--- config.mk ---
export PLATFORM = sky130hd
export DESIGN_NAME = keccak_padder
export DESIGN_NICKNAME = d
export VERILOG_FILES = /design/src/rtl/keccak_padder.sv
export SDC_FILE = /design/constraint.sdc
export NUM_CORES = 1
export LEC_CHECK = 0
export BUFFER_PORTS_ARGS = -buffer_cell sky130_fd_sc_hd__clkbuf_2
export CORE_AREA = 2 2 241 243
export DETAILED_ROUTE_END_ITERATION = 8
export DIE_AREA = 0 0 243 245
export GPL_TIMING_DRIVEN = 1
export HOLD_SLACK_MARGIN = 0.15
export PLACE_DENSITY = 0.57
export SLEW_MARGIN = 30
export SYNTH_ARGS = -nofsm -noshare
export SYNTH_HDL_FRONTEND = slang
export SYNTH_SLANG_ARGS = --single-unit
--- constraint.sdc ---
create_clock -name clk -period 3.65 [get_ports clk]
set_clock_uncertainty 0.05 [all_clocks]
set_input_delay 0 -clock clk [delete_from_list [all_inputs] [get_ports clk]]
set_output_delay 0 -clock clk [all_outputs]
set_load 0.005 [all_outputs]
--- src/rtl/keccak_padder.sv ---
// rtl/keccak_padder.sv - packs 32-bit host words into 576-bit blocks with pad10*1 padding
module keccak_padder #(
  parameter int RATE_WORDS = 18
) (
  input  logic                      clk,
  input  logic                      reset,
  input  logic [31:0]               in,
  input  logic                      in_ready,
  input  logic                      is_last,
  input  logic [1:0]                byte_num,
  output logic                      buffer_full,
  output logic [32*RATE_WORDS-1:0]  out,
  output logic                      out_ready,
  input  logic                      f_ack
);

  localparam int BLOCK_W = 32 * RATE_WORDS;
  localparam logic [4:0] FULL_COUNT = 5'(RATE_WORDS);
  localparam logic [4:0] LAST_SLOT  = 5'(RATE_WORDS - 1);

  typedef enum logic [1:0] {
    ACCEPT,
    PAD,
    DONE
  } state_t;

  state_t      state, state_nx;
  logic [4:0]  count;
  logic        push;
  logic [31:0] push_word;
  logic [31:0] last_word;

  assign buffer_full = (count == FULL_COUNT);
  assign out_ready   = buffer_full;

  // Final message word: keep the valid leading bytes, drop in the 0x01 pad byte right after them.
  always_comb begin
    last_word = 32'h0100_0000;
    case (byte_num)
      2'd0: last_word = 32'h0100_0000;
      2'd1: last_word = {in[31:24], 24'h01_0000};
      2'd2: last_word = {in[31:16], 16'h0100};
      2'd3: last_word = {in[31:8], 8'h01};
      default: last_word = 32'h0100_0000;
    endcase
  end

  // Next state and the word to shift in; nothing is pushed while a full block awaits its ack.
  always_comb begin
    state_nx  = state;
    push      = 1'b0;
    push_word = 32'h0;
    case (state)
      ACCEPT: begin
        if (in_ready && !buffer_full) begin
          push = 1'b1;
          if (is_last) begin
            if (count == LAST_SLOT) begin
              // The final pad bit shares the last block byte with the message tail.
              push_word = last_word | 32'h0000_0080;
              state_nx  = DONE;
            end else begin
              push_word = last_word;
              state_nx  = PAD;
            end
          end else begin
            push_word = in;
          end
        end
      end
      PAD: begin
        if (!buffer_full) begin
          push = 1'b1;
          if (count == LAST_SLOT) begin
            push_word = 32'h0000_0080;
            state_nx  = DONE;
          end
        end
      end
      default: begin
      end
    endcase
  end

  // State register.
  always_ff @(posedge clk) begin
    if (reset) begin
      state <= ACCEPT;
    end else begin
      state <= state_nx;
    end
  end

  // Block shift register and fill count; an ack only rewinds the count, old data shifts out naturally.
  always_ff @(posedge clk) begin
    if (reset) begin
      out   <= '0;
      count <= 5'd0;
    end else begin
      if (buffer_full && f_ack) begin
        count <= 5'd0;
      end else if (push) begin
        count <= count + 5'd1;
      end
      if (push) begin
        out <= {out[BLOCK_W-33:0], push_word};
      end
    end
  end

endmodule

; Word-level counts from Yosys, hierarchy flattened
; Cells that the tools add are included.
[word_totals]
ff_bits = 583
inputBits = 39
out_inout_bits = 578
elab_cells = 38
[op_classes]
add_sub_neg = 1
n_reduce_logical = 8
n_eq_ne = 10
mux = 16
[op_table]
columns = op, n
row1 = one-hot mux 32 bit (4 select lines), 1
row2 = 2-to-1 mux 32 bit, 2
row3 = one-hot mux 32 bit (2 select lines), 1
row4 = 2-to-1 mux 8 bit, 3
row5 = "equality test 5 bit, second input constant", 2
row6 = 2-to-1 mux 2 bit, 5
row7 = "!= test 2 bit, second input constant", 4
row8 = "adder 5 x 1 -> 5 bit, second input constant", 1
row9 = AND reduction 5 bit, 1
row10 = "equality test 2 x 1 -> 1 bit, second input constant", 2
row11 = "equality test 2 bit, second input constant", 2
row12 = logical NOT 2 bit, 2
row13 = one-hot mux 2 bit (2 select lines), 1
row14 = logical AND 1 bit, 2
row15 = 2-to-1 mux 1 bit, 2
row16 = one-hot mux 1 bit (2 select lines), 1
row17 = nonzero test 2 bit, 1
row18 = OR reduction 2 bit, 1
row19 = logical NOT 1 bit, 1

; Depth between registers and ports, before layout
; Gate-level depths: netlist of the first run.
[depth]
word_depth = 6
mapped_depth = 10
depth_no_buf = 6

; Worst setup path after synthesis of the first run
; No wires, ideal clock.
[synth_path]
path_type = reg-to-reg
startpoint = reg count[0]
endpoint = reg out[7]
path_buffers = 3
path_stages_with_launch = 10
setup_slack_ns = 1.562
setup_time_ns = 0.128
t_arrival_ns = 1.911
cell_sequence = dfxtp_1 inv_1 ha_1 nor4bb_1 buf_6 or3_1 buf_4 buf_6 a222oi_1 nor2_1
[synth_via]
elab_chain_len = 5
word_cells_on_any_way = 13
classes_between = eq/ne (2) / mux (9) / reduce/logical (2)
[synth_rtl]
columns = item, line
row1 = start: declaration, 28  ; logic [4:0] count;
row2 = start signal: assignment, 103  ; count <= count + 5'd1;
row3 = equality test 5 bit (*), 33  ; assign buffer_full = (count == FULL_COUNT);
row4 = via buffer_full, 11  ; output logic buffer_full,
row5 = logical NOT 1 bit, -
row6 = logical AND 1 bit, 55  ; if (in_ready && !buffer_full) begin
row7 = 2-to-1 mux 32 bit / 2-to-1 mux 1 bit (equally long branches), 55
row8 = one-hot mux 32 bit (2 select lines) / one-hot mux 1 bit (2 select lines) (equally long branches), 53  ; case (state)
row9 = end signal: assignment, 106  ; out <= {out[BLOCK_W-33:0], push_word};
row10 = end: declaration, 12  ; output logic [32*RATE_WORDS-1:0] out,
; Mark *: on every way through the listed nets, which the timed path passes. The rest lies on a longest branch.
; A chain may end at the register's enable or synchronous reset.

; Worst setup path after layout of the first run
[layout_path]
startpoint = reg count[0]
endpoint = reg out[22]
[layout_via]
elab_chain_len = 5
word_cells_on_any_way = 8
classes_between = eq/ne (1) / mux (5) / reduce/logical (2)
[layout_rtl]
columns = item, line
row1 = equality test 5 bit (*), 33
row2 = logical NOT 1 bit, -
row3 = logical AND 1 bit, 55
row4 = 2-to-1 mux 32 bit / 2-to-1 mux 1 bit (equally long branches), 55
row5 = one-hot mux 32 bit (2 select lines) / one-hot mux 1 bit (2 select lines) (equally long branches), 53
; Mark *: on every way between the ends. The rest lies on a longest branch, timed or not.

==> impl_metrics.json, run 1 <==
{
  "run_status": "finished, final reports clean",
  "cts_buffers": 66,
  "p_per_area_nw_per_um2": 518,
  "cts-root-buf": "sky130_fd_sc_hd__clkbuf_16",
  "die_span_in_x_um": 243,
  "synth.top_cell.area_share_pct": 58.2,
  "cts_max_path_buffers": 3,
  "hold_path_class": "input pin to flip-flop",
  "finalHoldWorstSlack_ns": 0.288,
  "drt-wirelength-per-cell_um": 18.6,
  "post-route-period-util_pct": 93.8,
  "num_rows": 88,
  "first_pass_grt_wire_length_um": 110000,
  "worst_setup_path_end_kind": "flip-flop",
  "final_antenna_net_count": 0,
  "crit_fanout": 20,
  "met1_usage_pct": 28.1,
  "yosysSeqAreaShare_pct": 58.2,
  "drc": 0,
  "vias_per_cell": 4.94,
  "cp_cell_sequence": "inv_1 > ha_1 > nor4bb_1 > buf_4 > or3_4 > buf_4 > a22oi_1 > dlygate4sd3_1 > nor2_1 > dlygate4sd3_1",
  "routed_wirelength_um": 73300,
  "clock_latency_ns": 0.59,
  "hold_viol": 0,
  "combined_global_route_utilization_of_all_metal_layers_pct": 23.5,
  "synth_edf_count": 0,
  "post_synth_instance_area_um2": 20100,
  "die_y_um": 245,
  "synth_compound_area_share_pct": 15.3,
  "ys_types": 37,
  "grt_met2_usage_pct": 39.4,
  "synthFlopType": "sky130_fd_sc_hd__dfxtp_1",
  "timing_max_transition_violations_final": 0,
  "p_leak_nw": 10.5,
  "post_synth_inst_count": 2502,
  "final_layout_size_suffix_gt1_share_pct": 23.7,
  "max_stage_delay_ns": 0.60,
  "avgSynthCellArea_um2": 8.02,
  "rsz0062_at_grt": "no",
  "largest_net_degree_at_the_start_of_global_routing": 167,
  "antenna_violations_before_repair": 0,
  "synth_top_family_by_area": "simple AND/OR/NAND/NOR gates",
  "busiest_layer": "met2",
  "synth_async_sr_flop_share_pct": 0,
  "postCtsResizedCells": 0,
  "layout_common_cells": "sky130_fd_sc_hd__nand2_1 (1093), sky130_fd_sc_hd__clkbuf_2 (615), sky130_fd_sc_hd__dfxtp_1 (583), sky130_fd_sc_hd__a21oi_1 (547), sky130_fd_sc_hd__dlygate4sd3_1 (104)",
  "overflow": 0,
  "n_antenna_cell": 0,
  "cts_tree": "done",
  "number_of_synthesized_register_bits": 583,
  "layout-area-overhead-vs-synth_pct": 33.4,
  "gp_routability_congestion": 0.936,
  "maxCapViolCount": 0,
  "mappedNetlistNets": 2544,
  "clock_sinks": 583,
  "detail_route.iter0.violations": 1493,
  "global_route.usage.met3_pct": 7.16,
  "half_perimeter_wire_length_after_placement_um": 51200,
  "max_freq_mhz": 292,
  "worstHoldPathCells": 4,
  "xor_xnor_fraction_of_synth_area_pct": 0.131,
  "synth_fa_ha_area_share_pct": 0.187,
  "coreArea_um2": 57000,
  "ios": 617,
  "netlist_top_cells_area": "sky130_fd_sc_hd__dfxtp_1 (58%), sky130_fd_sc_hd__nand2_1 (20%), sky130_fd_sc_hd__a21oi_1 (14%)",
  "timing.reg2reg.worst_path_depth": 10,
  "drt_first_pass_iters": 6,
  "initial_cell_density_of_the_core_pct": 35.2,
  "period_needed_ns": 3.42,
  "ir_worst_vdd_uv": 334,
  "cp.arrival_ns": 3.85,
  "timing.critical_path.from_type": "flip-flop",
  "setup_total_negative_slack_ns": 0,
  "final-setup-viol-count": 0,
  "fp.dieArea_um2": 59500,
  "critPathSlowestCell": "sky130_fd_sc_hd__dlygate4sd3_1",
  "leading_cell_type_in_the_layout_fill_and_taps_excluded": "sky130_fd_sc_hd__nand2_1",
  "synthMuxAreaShare_pct": 0,
  "port_buf_inserts": 616,
  "layout.nets": 3167,
  "clkSlewWorstSetupHoldPaths_ns": 0.06,
  "cp.required_ns": 4.08,
  "ys_warn_count": 0,
  "number_of_levels_the_h_tree_was_split_into": 3,
  "first_global_vias": 18402,
  "criticalPathCategory": "flip-flop to flip-flop",
  "yosys.area_share.simple_pct": 21.6,
  "synthDominantAreaCellType": "sky130_fd_sc_hd__dfxtp_1",
  "max_slew.worst_pin.slew_ns": 0.897,
  "total_vias_in_the_final_route": 19464,
  "slew_headroom_pct": 40.2
}
[sequential cells by signal (all words and copies together) (netlist names)]
register and flops:
count 5, out 576, state 2
[metal layers]
layer  wire length [µm]  vias to the layer above
li1                   -                     9350
met1              29500                     9257
met2              35200                      711
met3               6080                      146
met4               2560                        0
met5                  0                        -
[logic make-up after synthesis]
logic type               Yosys count
AND/OR/NAND/NOR                 1132
AO/OA/AOI/OAI                    588
adder cells (fa/ha/maj)            3
flip-flops                       583
XOR/XNOR                           3
buffers and inverters            193
[critical path: cells and delay by family (launching register included)]
kind / cells / cell delay, ns
and+or+nand+nor: 3 / 0.68
DFF: 1 / 0.44
AOI/OAI and AO/OA: 1 / 0.24
adders and majority gates: 1 / 0.21
buffers and inverters: 5 / 1.68
[synthesized netlist by cell type, types with 4 or more instances]
library cell and number:
sky130_fd_sc_hd__a21oi_1 547, sky130_fd_sc_hd__a22o_1 21, sky130_fd_sc_hd__a22oi_1 7, sky130_fd_sc_hd__buf_1 10, sky130_fd_sc_hd__buf_2 41, sky130_fd_sc_hd__buf_4 32, sky130_fd_sc_hd__buf_6 6, sky130_fd_sc_hd__clkbuf_1 101
sky130_fd_sc_hd__dfxtp_1 583, sky130_fd_sc_hd__nand2_1 1093, sky130_fd_sc_hd__nor2_1 19, sky130_fd_sc_hd__nor2b_1 4
[power by group]
| part | internal, mW | switching (mW) | total [mW] |
|---|---|---|---|
| logic | 0.194 | 0.472 | 0.667 |
| registers | 6.40 | 0.0403 | 6.44 |
| clock network | 4.09 | 2.66 | 6.74 |
| total | 10.7 | 3.17 | 13.9 |
[final cells by class]
type / count / area (µm²)
fill: 5742 / 30300
sequential: 583 / 11700
multi-input combinational: 1726 / 7460
timing repair buffer: 745 / 4450
clock buffer: 98 / 1960
tap: 765 / 957
clock inverter: 19 / 250
inverter: 3 / 11.3
[worst paths after layout]
check / start / to / slack (ns)
min: f_ack / count[1] / 0.29
max reg2reg: count[0] / out[22] / 0.23
max: count[0] / out[22] / 0.23
min reg2reg: out[546] / out[546] / 0.41
[stage by stage]
step                power [mW]  instances  setup slack [ns]  cell area, µm²  util (%)
floorplan                 6.99       2502              1.56           20100         -
global placement          7.15       3718             0.881           23500      41.2
detailed placement        7.16       3718             0.998           23500      41.2
CTS                       14.0       3939             0.275           26800      46.9
global route              14.3       3939            0.0959           26800      46.9
finish                    13.9       3939             0.227           26800      46.9
[timing repair]
| action | 4_1_cts | 5_1_grt |
|---|---|---|
| buffers inserted | 0 | 0 |
| hold buffers | 104 | 0 |
| endpoints found under the hold margin | 147 | 0 |
No activity file was read; power rests on OpenSTA's default activity.
==> run 2: changes to the inputs <==
==> constraint.sdc (replaced) <==
create_clock -name clk -period 3.65 [get_ports clk]
set_clock_uncertainty 0.05 [all_clocks]
set_input_delay 0.1825 -clock clk [delete_from_list [all_inputs] [get_ports clk]]
set_output_delay 0.1825 -clock clk [all_outputs]
set_load 0.005 [all_outputs]
==> run 2 against run 1 <==
Net effect:
- via count is 2.2% lower
- die area unchanged
- critical path depth did not move
- combinational power shrank 5.4%
- non-clock buffer count fell by 37
- utilization decreased by 0.88 points
==> impl_metrics.json, run 2 (same netlist as run 1, synthesis figures left out) <==
{
  "busiest_layer": "met2",
  "post-route-period-util_pct": 82.6,
  "clock_power_share_pct": 47.1,
  "cp.required_ns": 4.09,
  "reg2reg_to": "out[13]",
  "period_needed_ns": 3.02,
  "combined_global_route_utilization_of_all_metal_layers_pct": 22.7,
  "power.share.switching_pct": 22.7,
  "num_rows": 88,
  "ios": 617,
  "setup_total_negative_slack_ns": 0,
  "cell_internal_pwr_mw": 10.3,
  "slew_headroom_pct": 46.5,
  "setup.worst_path.start": "count[0]",
  "first_pass_grt_wire_length_um": 107000,
  "drt-wirelength-per-cell_um": 18.3,
  "first_global_vias": 17904,
  "global_route.usage.met3_pct": 7.00,
  "number_of_levels_the_h_tree_was_split_into": 2,
  "coreArea_um2": 57000,
  "power.sequential.fraction_pct": 48.1,
  "antenna_violations_before_repair": 0,
  "hp-start": "out[561]",
  "layout.nets": 3124,
  "r2r_setup_slack_ns": 0.63,
  "rsz0062_at_grt": "no",
  "cts_buffers": 60,
  "detail_route.iter0.violations": 1272,
  "die_span_in_x_um": 243,
  "final_antenna_net_count": 0,
  "vias_per_cell": 4.89,
  "overflow": 0,
  "leading_cell_type_in_the_layout_fill_and_taps_excluded": "sky130_fd_sc_hd__nand2_1",
  "largest_register_ffs": 576,
  "grt_met2_usage_pct": 38.1,
  "hold_path_class": "flip-flop to flip-flop",
  "half_perimeter_wire_length_after_placement_um": 50200,
  "max_freq_mhz": 332,
  "placedCellCount": 3713,
  "final-setup-viol-count": 0,
  "cp.arrival_ns": 3.46,
  "clock_sinks": 583,
  "maxCapViolCount": 0,
  "largest_net_degree_at_the_start_of_global_routing": 214,
  "cts_max_path_buffers": 3,
  "p_leak_nw": 10.3,
  "port_buf_inserts": 616,
  "largest_registers": "out x576, count x5, state x2",
  "power.net_switching_mw": 3.04,
  "n_antenna_cell": 0,
  "timing.critical_path.from_type": "flip-flop",
  "max_slew.worst_pin.slew_ns": 0.802,
  "met1_usage_pct": 27.6,
  "p_per_area_nw_per_um2": 509,
  "post_cts_setup_buffer_count": 0,
  "clock_latency_ns": 0.61,
  "filler_cell_count": 5782,
  "clkSlewWorstSetupHoldPaths_ns": 0.06,
  "worst_setup_path_endpoint": "out[13]",
  "timing_max_transition_violations_final": 0,
  "cts-root-buf": "sky130_fd_sc_hd__clkbuf_16",
  "comb_power_share_pct": 4.7,
  "die_y_um": 245,
  "cts_tree": "done",
  "criticalPathCategory": "flip-flop to flip-flop",
  "timing.reg2reg.worst_path_depth": 10,
  "top_register": "out",
  "r2r-start": "count[0]",
  "fp.dieArea_um2": 59500,
  "drc": 0,
  "ir_worst_vdd_uv": 329,
  "crit_fanout": 54,
  "run_status": "finished, final reports clean",
  "hold_viol": 0,
  "final_layout_size_suffix_gt1_share_pct": 23.7,
  "total_vias_in_the_final_route": 19037,
  "layout_common_cells": "sky130_fd_sc_hd__nand2_1 (1093), sky130_fd_sc_hd__clkbuf_2 (615), sky130_fd_sc_hd__dfxtp_1 (583), sky130_fd_sc_hd__a21oi_1 (547), sky130_fd_sc_hd__dlygate4sd3_1 (71)",
  "finish.cell_count_without_fillers": 3894,
  "worst_setup_path_end_kind": "flip-flop",
  "gp_routability_congestion": 0.914,
  "routed_wirelength_um": 71400,
  "layout-area-overhead-vs-synth_pct": 30.9,
  "drt_first_pass_iters": 7,
  "initial_cell_density_of_the_core_pct": 35.2
}
[run 2: cell types whose count changed in the layout (fill, tap and decap cells not counted), sizes merged]
cell / change
buf: -4
clkinv: -3
clkinvlp: +2
clkbuf: -7
dlygate4sd3: -33
[run 2: per-stage QoR]
stage / power, mW / hold WS [ns] / instance area (µm²) / utilization [%] / worst slack, ns
after floorplan: 6.99 / 0.258 / 20100 / - / 1.56
after global placement: 7.14 / 0.344 / 23500 / 41.2 / 1.02
after detailed placement: 7.15 / 0.347 / 23500 / 41.2 / 1.02
after CTS: 13.5 / 0.408 / 26200 / 46.0 / 0.650
after global routing: 13.8 / 0.423 / 26300 / 46.1 / 0.454
final: 13.4 / 0.404 / 26300 / 46.1 / 0.634
[run 2: power groups by stage]
stage	Clock, mW	Sequential (mW)	Combinational (mW)
after detailed placement	0	6.58	0.565
after global routing	6.69	6.44	0.688
after global placement	0	6.58	0.561
after floorplan	0	6.58	0.412
final	6.31	6.44	0.631
after CTS	6.44	6.44	0.623
[run 2: final cells by class]
cell class	count	area (µm²)	area share (%)
clock buffers	91	1820	6.93
clock inverters	18	228	0.867
inverters	3	11.3	0.0429
multi-input cells	1726	7460	28.4
flip-flops and latches	583	11700	44.4
well taps	765	957	3.64
repair buffers	708	4120	15.7
[run 2: metal layers]
| metal | wire length [µm] | up-vias |
|---|---|---|
| met3 | 6140 | 119 |
| met5 | 0 | - |
| met1 | 29000 | 8988 |
| li1 | - | 9242 |
| met4 | 2370 | 0 |
| met2 | 33900 | 688 |
[run 2: worst min path at each step]
stage | to | cells past startpoint
2_1_floorplan | out[15] | 1
5_1_grt | out[162] | 2
4_1_cts | out[572] | 2
3_3_place_gp | out[5] | 2
3_5_place_dp | out[1] | 2
6_report | out[561] | 2
[run 2: repair_timing]
action | 4_1_cts | 5_1_grt
gates resized for setup | 0 | 0
hold buffers | 71 | 0
hold endpoints to repair | 132 | 0
[run 2: critical path, stage by stage, from the launching register on]
cell	delay [ns]
sky130_fd_sc_hd__dfxtp_1	0.43
sky130_fd_sc_hd__inv_1	0.07
sky130_fd_sc_hd__ha_1	0.21
sky130_fd_sc_hd__nor4bb_1	0.15
sky130_fd_sc_hd__buf_4	0.18
sky130_fd_sc_hd__nor3_4	0.35
sky130_fd_sc_hd__buf_12	0.29
sky130_fd_sc_hd__nor2_1	0.07
sky130_fd_sc_hd__buf_4	0.24
sky130_fd_sc_hd__a22o_1	0.26
sky130_fd_sc_hd__dlygate4sd3_1	0.56
